===== src/rtl/morse_pkg.sv =====
// Shared types and character constants for the Morse stream decoder.
package morse_pkg;

  localparam logic [7:0] CH_SPACE = 8'h20;

  localparam logic [7:0] CH_A = 8'h41, CH_B = 8'h42, CH_C = 8'h43, CH_D = 8'h44;
  localparam logic [7:0] CH_E = 8'h45, CH_F = 8'h46, CH_G = 8'h47, CH_H = 8'h48;
  localparam logic [7:0] CH_I = 8'h49, CH_J = 8'h4A, CH_K = 8'h4B, CH_L = 8'h4C;
  localparam logic [7:0] CH_M = 8'h4D, CH_N = 8'h4E, CH_O = 8'h4F, CH_P = 8'h50;
  localparam logic [7:0] CH_Q = 8'h51, CH_R = 8'h52, CH_S = 8'h53, CH_T = 8'h54;
  localparam logic [7:0] CH_U = 8'h55, CH_V = 8'h56, CH_W = 8'h57, CH_X = 8'h58;
  localparam logic [7:0] CH_Y = 8'h59, CH_Z = 8'h5A;

  localparam logic [7:0] CH_0 = 8'h30, CH_1 = 8'h31, CH_2 = 8'h32, CH_3 = 8'h33;
  localparam logic [7:0] CH_4 = 8'h34, CH_5 = 8'h35, CH_6 = 8'h36, CH_7 = 8'h37;
  localparam logic [7:0] CH_8 = 8'h38, CH_9 = 8'h39;

  typedef enum logic [1:0] {
    ERR_NONE     = 2'd0,
    ERR_OVERFLOW = 2'd1,
    ERR_UNKNOWN  = 2'd2,
    ERR_DROP     = 2'd3
  } err_t;

  typedef enum logic [1:0] {
    ST_IDLE    = 2'd0,
    ST_COLLECT = 2'd1,
    ST_FLUSH   = 2'd2,
    ST_SPACE   = 2'd3
  } state_t;

endpackage


===== src/rtl/morse_lut.sv =====
// Combinational Morse code-word to ASCII lookup.
// Code word: first symbol at the MSB of the used length, dot=0, dash=1.
module morse_lut
  import morse_pkg::*;
#(
  parameter int MAX_SYMS  = 6,
  parameter int EN_DIGITS = 1
) (
  input  logic [MAX_SYMS-1:0]           code_i,
  input  logic [$clog2(MAX_SYMS+1)-1:0] len_i,
  output logic                          hit_o,
  output logic [7:0]                    ascii_o
);

  // Only the low five symbols can ever form a mapped character.
  logic [4:0] c5;

  if (MAX_SYMS >= 5) begin : g_wide
    assign c5 = code_i[4:0];
    if (MAX_SYMS > 5) begin : g_hi
      logic unused_hi;
      assign unused_hi = ^code_i[MAX_SYMS-1:5];
    end
  end else begin : g_narrow
    assign c5 = 5'(code_i);
  end

  // Decode by length, then by code pattern.
  always_comb begin
    hit_o   = 1'b1;
    ascii_o = '0;
    case (int'(len_i))
      1: begin
        case (c5[0])
          1'b0:    ascii_o = CH_E;
          default: ascii_o = CH_T;
        endcase
      end
      2: begin
        case (c5[1:0])
          2'b00:   ascii_o = CH_I;
          2'b01:   ascii_o = CH_A;
          2'b10:   ascii_o = CH_N;
          default: ascii_o = CH_M;
        endcase
      end
      3: begin
        case (c5[2:0])
          3'b000:  ascii_o = CH_S;
          3'b001:  ascii_o = CH_U;
          3'b010:  ascii_o = CH_R;
          3'b011:  ascii_o = CH_W;
          3'b100:  ascii_o = CH_D;
          3'b101:  ascii_o = CH_K;
          3'b110:  ascii_o = CH_G;
          default: ascii_o = CH_O;
        endcase
      end
      4: begin
        case (c5[3:0])
          4'b0000: ascii_o = CH_H;
          4'b0001: ascii_o = CH_V;
          4'b0010: ascii_o = CH_F;
          4'b0100: ascii_o = CH_L;
          4'b0110: ascii_o = CH_P;
          4'b0111: ascii_o = CH_J;
          4'b1000: ascii_o = CH_B;
          4'b1001: ascii_o = CH_X;
          4'b1010: ascii_o = CH_C;
          4'b1011: ascii_o = CH_Y;
          4'b1100: ascii_o = CH_Z;
          4'b1101: ascii_o = CH_Q;
          default: hit_o   = 1'b0;
        endcase
      end
      5: begin
        if (EN_DIGITS != 0) begin
          case (c5)
            5'b11111: ascii_o = CH_0;
            5'b01111: ascii_o = CH_1;
            5'b00111: ascii_o = CH_2;
            5'b00011: ascii_o = CH_3;
            5'b00001: ascii_o = CH_4;
            5'b00000: ascii_o = CH_5;
            5'b10000: ascii_o = CH_6;
            5'b11000: ascii_o = CH_7;
            5'b11100: ascii_o = CH_8;
            5'b11110: ascii_o = CH_9;
            default:  hit_o   = 1'b0;
          endcase
        end else begin
          hit_o = 1'b0;
        end
      end
      default: hit_o = 1'b0;
    endcase
  end

endmodule


===== src/rtl/morse_stream_decoder.sv =====
// Morse stream decoder: collects dot/dash strobes into a code word, decodes on
// letter/word gaps, and buffers ASCII characters in a valid/ready output FIFO.
module morse_stream_decoder
  import morse_pkg::*;
#(
  parameter int MAX_SYMS   = 6,
  parameter int FIFO_DEPTH = 4,
  parameter int EN_DIGITS  = 1
) (
  input  logic       clk,
  input  logic       rst_n,
  input  logic       dot,
  input  logic       dash,
  input  logic       lg,
  input  logic       wg,
  input  logic       dready,
  output logic [7:0] dout,
  output logic       dvalid,
  output logic       error,
  output logic [1:0] err_code
);

  localparam int LW = $clog2(MAX_SYMS + 1);
  localparam int AW = $clog2(FIFO_DEPTH);
  localparam int PW = AW + 1;

  state_t              state_q, state_d;
  logic [MAX_SYMS-1:0] code_q, code_d;
  logic [LW-1:0]       len_q, len_d;
  logic                last_space_q, last_space_d;
  logic                error_q, error_d;
  err_t                err_code_q, err_code_d;
  logic [PW-1:0]       wp_q, rp_q;
  logic [6:0]          mem_q [FIFO_DEPTH];

  logic       lut_hit;
  logic [7:0] lut_ascii;
  logic       push_req;
  logic [7:0] push_char;
  logic       ovf, unk;
  logic       gap, one_sym;
  logic       empty, full, pop, push_ok, drop;
  logic       unused_b7;

  morse_lut #(
    .MAX_SYMS  (MAX_SYMS),
    .EN_DIGITS (EN_DIGITS)
  ) u_lut (
    .code_i  (code_q),
    .len_i   (len_q),
    .hit_o   (lut_hit),
    .ascii_o (lut_ascii)
  );

  assign gap       = lg | wg;
  assign one_sym   = dot ^ dash;
  assign unused_b7 = push_char[7];

  // FIFO status; a same-cycle pop frees the slot a full push needs.
  assign empty   = (wp_q == rp_q);
  assign full    = (wp_q[AW] != rp_q[AW]) && (wp_q[AW-1:0] == rp_q[AW-1:0]);
  assign pop     = !empty && dready;
  assign push_ok = push_req && (!full || pop);
  assign drop    = push_req && !push_ok;

  assign dvalid   = !empty;
  assign dout     = empty ? '0 : {1'b0, mem_q[rp_q[AW-1:0]]};
  assign error    = error_q;
  assign err_code = err_code_q;

  // Next-state, code-word update and character push requests.
  always_comb begin
    state_d      = state_q;
    code_d       = code_q;
    len_d        = len_q;
    last_space_d = last_space_q;
    push_req     = 1'b0;
    push_char    = CH_SPACE;
    ovf          = 1'b0;
    unk          = 1'b0;

    // A gap beats any coincident symbol; dot+dash together is never appended.
    if (gap && (dot || dash)) begin
      unk = 1'b1;
    end else if (!gap && dot && dash) begin
      unk = 1'b1;
    end

    unique case (state_q)
      ST_IDLE: begin
        if (gap) begin
          if (wg && !last_space_q) begin
            push_req     = 1'b1;
            push_char    = CH_SPACE;
            last_space_d = 1'b1;
          end
        end else if (one_sym) begin
          code_d  = MAX_SYMS'(dash);
          len_d   = LW'(1);
          state_d = ST_COLLECT;
        end
      end

      ST_COLLECT: begin
        if (gap) begin
          if (lut_hit) begin
            push_req     = 1'b1;
            push_char    = lut_ascii;
            last_space_d = 1'b0;
          end else begin
            unk = 1'b1;
          end
          code_d  = '0;
          len_d   = '0;
          state_d = wg ? ST_SPACE : ST_IDLE;
        end else if (one_sym) begin
          if (len_q == LW'(MAX_SYMS)) begin
            ovf     = 1'b1;
            code_d  = '0;
            len_d   = '0;
            state_d = ST_FLUSH;
          end else begin
            code_d = {code_q[MAX_SYMS-2:0], dash};
            len_d  = len_q + LW'(1);
          end
        end
      end

      ST_FLUSH: begin
        // The code word was already cleared on entry; symbols here are discarded.
        if (gap) begin
          state_d = ST_IDLE;
          if (wg) begin
            push_req     = 1'b1;
            push_char    = CH_SPACE;
            last_space_d = 1'b1;
          end
        end
      end

      ST_SPACE: begin
        // Space is pushed unconditionally; a wg here is then a duplicate and ignored.
        push_req     = 1'b1;
        push_char    = CH_SPACE;
        last_space_d = 1'b1;
        state_d      = ST_IDLE;
        if (!gap && one_sym) begin
          code_d  = MAX_SYMS'(dash);
          len_d   = LW'(1);
          state_d = ST_COLLECT;
        end
      end

      default: state_d = ST_IDLE;
    endcase
  end

  // Error pulse and sticky cause; a drop outranks unknown, which outranks overflow.
  always_comb begin
    error_d    = ovf | unk | drop;
    err_code_d = err_code_q;
    if (drop) begin
      err_code_d = ERR_DROP;
    end else if (unk) begin
      err_code_d = ERR_UNKNOWN;
    end else if (ovf) begin
      err_code_d = ERR_OVERFLOW;
    end
  end

  // Control state, code word, flags and FIFO pointers.
  always_ff @(posedge clk or negedge rst_n) begin
    if (!rst_n) begin
      state_q      <= ST_IDLE;
      code_q       <= '0;
      len_q        <= '0;
      last_space_q <= 1'b1;
      error_q      <= 1'b0;
      err_code_q   <= ERR_NONE;
      wp_q         <= '0;
      rp_q         <= '0;
    end else begin
      state_q      <= state_d;
      code_q       <= code_d;
      len_q        <= len_d;
      last_space_q <= last_space_d;
      error_q      <= error_d;
      err_code_q   <= err_code_d;
      if (push_ok) begin
        wp_q <= wp_q + PW'(1);
      end
      if (pop) begin
        rp_q <= rp_q + PW'(1);
      end
    end
  end

  // FIFO storage; bit 7 of ASCII is always zero so only 7 bits are kept.
  always_ff @(posedge clk) begin
    if (push_ok) begin
      mem_q[wp_q[AW-1:0]] <= push_char[6:0];
    end
  end

endmodule

===== config.mk =====
export PLATFORM = sky130hd
export DESIGN_NAME = morse_stream_decoder
export DESIGN_NICKNAME = d
export VERILOG_FILES = /design/src/rtl/morse_pkg.sv /design/src/rtl/morse_lut.sv /design/src/rtl/morse_stream_decoder.sv
export SDC_FILE = /design/constraint.sdc
export NUM_CORES = 1
export LEC_CHECK = 0
export ABC_AREA = 1
export BUFFER_PORTS_ARGS = -buffer_cell sky130_fd_sc_hd__buf_2
export CAP_MARGIN = 20
export CORE_AREA = 3 3 79 81
export CTS_CLUSTER_SIZE = 28
export DETAILED_ROUTE_END_ITERATION = 16
export DIE_AREA = 0 0 82 84
export PLACE_DENSITY = 0.79
export SETUP_SLACK_MARGIN = 0.15
export SKIP_LAST_GASP = 1
export SLEW_MARGIN = 20
export SYNTH_ARGS = -nofsm -noshare
export SYNTH_HDL_FRONTEND = slang
export SYNTH_SLANG_ARGS = --single-unit

===== constraint.sdc =====
create_clock -name clk -period 4.92 [get_ports clk]
set_input_delay 0.492 -clock clk [delete_from_list [all_inputs] [get_ports clk]]
set_output_delay 0.492 -clock clk [all_outputs]
set_load 0.02 [all_outputs]

* Word-level counts from Yosys, hierarchy flattened
Memory sizes are Yosys's and may differ from the RTL's. Cells that the tools add are included.
Storage, ports and cells: input port bits 7, word-level logic and storage cells 161, output and inout port bits 12, memories kept 1, memory bits (writable) 28, register bits 20
Memories:
- mem_q | depth 4, bits a word 7, read ports 1, clocked after memory_dff 0, write ports 1, RTL line morse_stream_decoder.sv:34 | logic [6:0] mem_q [FIFO_DEPTH];
Operators by class: bitwise operators 4, add/sub/neg operators 3, multiplexer cells 64, equal/unequal tests 51, reduce and logical (&&, ||, !) cells 30
Operators by type and width (number):
- $pmux 7 s12 | 1
- $pmux 6 s10 | 1
- $mux 5 | 7
- $pmux 5 s7 | 1
- $pmux 7 s5 | 1
- $mux 1 | 26
- $eq 5x5->1 const B | 5
- $eq 4x4->1 const B | 6
- $mux 7 | 3
- $mux 2 | 10
- $eq 3x3->1 const B | 6
- $mux 3 | 6
- $ne 2x2->1 const B | 9
- $pmux 5 s3 | 1
- $pmux 7 s2 | 1
- $eq 3x2->1 const B | 4
- $eq 4x3->1 const B | 3
- $pmux 4 s3 | 1
- $reduce_or 12->1 | 1
- $reduce_and 5->1 | 2
- $reduce_or 10->1 | 1
- $add 3x1->3 const B | 3
- $logic_and 1x1->1 | 9
- $pmux 3 s3 | 1
- other kinds (27) | 43

* Depth between registers and ports, before layout
depth in word-level cells 11, gate-level depth with buffers 14, gate-level depth less buffers 14

* By module
Synthesis repeated with hierarchy kept, for this count alone.
Second synthesis, totals: cell total of the unflattened synthesis 396, area, all modules 3126.7 um^2
Modules (own cells, without submodules):
- morse_stream_decoder | area each 2577.5 um^2, cells each 282, instances 1, sequential area each 1367.6 um^2
- morse_lut | area each 549.3 um^2, cells each 114, instances 1, sequential area each 0.0 um^2

* Worst setup path before layout
OpenSTA, ideal clock, no wires.
kind reg-to-reg, start register state_q[1], end memory mem_q[0][0], enable pin, period minus slack after synthesis 2035 ps, stages on the path, launching flop included 11, buffers on the path 0, setup slack 2885 ps, data arrival time 1675 ps, library setup time 360 ps, required time 4560 ps, cell sequence dfrtp_1 > inv_1 > ha_1 > inv_1 > nor2_1 > nand2_4 > nand2_2 > nand2_2 > nand2_4 > nand2_4 > nor2_1
On the way: longest elaborated chain between the ends 5, elaborated cells between the ends (all ways) 8, those cells by class eq/ne (3); mux (3); reduce/logical (2)
Ends and longest elaborated chain:
- start: declaration | RTL line morse_stream_decoder.sv:27 | state_t state_q, state_d;
- start signal: assignment | RTL line morse_stream_decoder.sv:183 | state_q <= state_d;
- $eq 2x2->1, or another cell as far along | RTL line morse_stream_decoder.sv:89 | unique case (state_q)
- $pmux 1 s4 * | RTL line morse_stream_decoder.sv:89
- $logic_and 1x1->1 * | RTL line morse_stream_decoder.sv:63 | assign push_ok = push_req && (!full || pop);
- $mux 1 * | RTL line morse_stream_decoder.sv:200 | if (push_ok) begin
- $mux 1 (not written as such) * | RTL line morse_stream_decoder.sv:201 | mem_q[wp_q[AW-1:0]] <= push_char[6:0];
- end: declaration | RTL line morse_stream_decoder.sv:34
Mark *: on every way between the ends. The rest lies on a longest branch, timed or not.

* Worst setup path in the final report
start register rp_q[0], end output dout[6]
On the way: longest elaborated chain between the ends 2, elaborated cells between the ends (all ways) 3, those cells by class eq/ne (1); mux (1); memory (1)
Ends and longest elaborated chain:
- start: declaration | RTL line morse_stream_decoder.sv:33 | logic [PW-1:0] wp_q, rp_q;
- start signal: assignment | RTL line morse_stream_decoder.sv:193 | rp_q <= rp_q + PW'(1);
- $mem_v2 4x7 or $eq 3x3->1 (tied branches)
- $mux 7 * | RTL line morse_stream_decoder.sv:67 | assign dout = empty ? '0 : {1'b0, mem_q[rp_q[AW-1:0]]};
- end: declaration | RTL line morse_stream_decoder.sv:17 | output logic [7:0] dout,
Marks and branches as above.

==> results.cfg <==
[outcome]
status = complete, no violations

[synthesis]
yosys_warnings = 0
synth.yosys.seq_area_share_pct = 47.9
synth_area_um2 = 2800
synth-seq-cells = 48
syn_avg_cell_area_um2 = 8.54
synth_fp_nets = 348
syn_inst = 328
synth_cell_types = 38

[worst_setup_path]
criticalPathCategory = reg -> out
critPathSlowestCell = dfrtp_1
path_buf_inv = 3
worstPathMaxFanout = 17
end_kind = primary output
worstPathRequired_ns = 4.43
arrival_ns = 1.92
cpPeakStageDelay_ns = 0.66
path_common_cell = inv_1
crit_chain = inv_1 -> o21ai_0 -> o22ai_1 -> nand2_1 -> inv_1 -> buf_2
crit_path_start_kind = flop
cp_top_family = flip-flops

[clock_tree]
cts_max_level = 2
clock-root-buffer = clkbuf_8
clk_pin_slew_worst_paths_ns = 0.09
cts_resized = 0
postCtsSetupBuffers = 0
ctsHoldBuffers = 0
cts.sinks = 48
clk_latency_ns = 0.29
clk_path_buf_depth = 2
cts_tree = yes
cts_made_buffers = 5

[timing]
worst_pin_slew_ns = 0.591
period_needed_ns = 2.42
skew_ns = 0.00473
max_freq_mhz = 414
finalWorstSetupSlack_ns = 2.50
max-slew-margin-rel_pct = 60.3
hold_viol = 0
final.setup.tns_ns = 0
period_share_pct = 49.1
drv_slew = 0
rsz0062_at_grt = no
setup_viol_count_final = 0

[routing]
drtIter0Drc = 187
wire_per_inst_um = 13.6
drc = 0
viasPerCell = 5.52
routed_wl_mm = 5.66
ant_nets = 0
dr_total_vias = 2301
first_pass_iters = 6

[die]
core_area_um2 = 5540
io_pins = 19
die_h_um = 84
dieArea_um2 = 6890
num_rows = 27
start_util_pct = 50.5
die_w_um = 82

[cells_and_area]
nNetsFinal = 364
post-route-util_pct = 54.5
antenna_cells = 0
area_growth_pct = 7.91
stdcell_count = 417
drive_above_1_share_pct = 12.5

[grt]
antenna_found_initial = 0
overflow = 0
grt_pass1_wl_mm = 9.47
grt_usage_pct = 17.4
grt_max_degree = 21
grt_pass1_vias = 2115

[placed_design]
pre_cts_ws_ns = 2.53
gp_congestion = 0.962
placedCellCount = 409
hpwl_mm = 4.32
portBuffers = 17

[job]
cap_violations = 0

[power_and_ir_drop]
power_density_nw_per_um2 = 632
power_leakage_nw = 1.34
finalPower_w = 0.00191
vdd_drop_max_mv = 0.360

[min_path]
holdCritPathClass = in -> async
## cell type report
type	count	area, µm²
multi-input cells	223	1230
fillers	501	2520
flip-flops and latches	48	1340
inverters	49	184
clock buffers	6	72.6
repair buffers	17	85.1
well taps	72	90.1
clock inverters	2	12.5
## through the flow
step           hold slack, ns  instance area [µm²]
4_1_cts                 0.140                 3020
6_report                0.130                 3020
3_3_place_gp            0.462                 2940
2_1_floorplan           0.196                 2800
5_1_grt                 0.154                 3020
3_5_place_dp            0.465                 2940
## power by group
part           switching [W]  internal [W]  leakage, nW
registers           0.000103      0.000598        0.507
clock network       0.000129     0.0000998       0.0428
logic               0.000660      0.000320        0.791
total               0.000892       0.00102         1.34
## cell usage after synthesis
| library cell | number | area (µm²) |
|---|---|---|
| a211oi_1 | 1 | 7.51 |
| a21oi_1 | 11 | 55.1 |
| a21oi_2 | 1 | 8.76 |
| a22o_1 | 2 | 17.5 |
| a22oi_1 | 1 | 7.51 |
| a31oi_1 | 2 | 12.5 |
| a41oi_1 | 2 | 17.5 |
| and3_1 | 1 | 6.26 |
| buf_2 | 1 | 5.00 |
| buf_4 | 2 | 15.0 |
| clkbuf_1 | 5 | 18.8 |
| conb_1 | 1 | 3.75 |
| dfrtp_1 | 19 | 475 |
| dfstp_2 | 1 | 26.3 |
| edfxtp_1 | 28 | 841 |
| ha_1 | 13 | 163 |
| inv_1 | 48 | 180 |
| inv_2 | 1 | 3.75 |
| nand2_1 | 57 | 214 |
| nand2_2 | 5 | 31.3 |
| nand2_4 | 3 | 33.8 |
| nand3_1 | 16 | 80.1 |
| nand3_2 | 1 | 10.0 |
| nand3b_1 | 2 | 15.0 |
| nand4_1 | 5 | 31.3 |
| nor2_1 | 32 | 120 |
| nor2_2 | 3 | 18.8 |
| nor2_4 | 2 | 22.5 |
| nor3_1 | 7 | 35.0 |
| o2111a_1 | 1 | 11.3 |
| o211ai_1 | 1 | 7.51 |
| o21ai_0 | 33 | 165 |
| o21ai_1 | 2 | 10.0 |
| o21ai_2 | 1 | 8.76 |
| o22ai_1 | 9 | 56.3 |
| or2_2 | 2 | 12.5 |
| xnor2_1 | 3 | 26.3 |
| xor2_1 | 3 | 26.3 |
## cells by family (layout without fill, tap and decap cells)
group                    Yosys count  count (layout)  synth area share, %
AND/OR/NAND/NOR                  136             136                 22.5
AO/OA/AOI/OAI                     67              67                 13.8
buffers and inverters             57              74                 7.95
flip-flops                        48              48                 47.9
adder cells (fa/ha/maj)           13              13                 5.81
XOR/XNOR                           6               6                 1.88
other                              1               1                0.134
## routing by layer
layer  part of all wire, %  up-vias  GRT usage (%)
met5                     0        -              0
met4                   1.1        0           4.68
met3                   5.8        8           3.67
met2                    48       85           28.0
met1                    45     1077           23.4
li1                      -     1131              -
## flip-flops by register name, indices dropped and copies added (netlist names), 2 cells and up
register  count
mem_q        28
code_q        5
len_q         3
rp_q          3
wp_q          3
err_code      2
state_q       2
## cells in the final DEF, fill, tap and decap left out, types with 5 or more instances in the layout
master | synthesis | layout
edfxtp_1 | 28 | 28
clkbuf_8 | 0 | 5
o21ai_0 | 33 | 33
inv_1 | 48 | 48
nor2_1 | 32 | 32
o22ai_1 | 9 | 9
nand2_2 | 5 | 5
ha_1 | 13 | 13
nor3_1 | 7 | 7
dfrtp_1 | 19 | 19
nand4_1 | 5 | 5
nand2_1 | 57 | 57
a21oi_1 | 11 | 11
nand3_1 | 16 | 16
buf_2 | 1 | 17
## final timing paths
path | start | depth (start not counted) | to | slack, ns
max | rp_q[0]$_DFFE_PN0P_ | 6 | dout[6] | 2.50
max reg2reg | len_q[2]$_DFFE_PN0P_ | 12 | mem_q[0][3]$_DFFE_PP_ | 2.55
min reg2reg | err_code[1]$_DFFE_PN0P_ | 2 | err_code[1]$_DFFE_PN0P_ | 0.50
min | rst_n | 1 | len_q[0]$_DFFE_PN0P_ | 0.13
min in group clk | err_code[1]$_DFFE_PN0P_ | 2 | err_code[1]$_DFFE_PN0P_ | 0.50
max in group asynchronous | rst_n | 1 | last_space_q$_DFFE_PN1P_ | 4.45
Note: power is estimated with default switching activity, not from simulation.
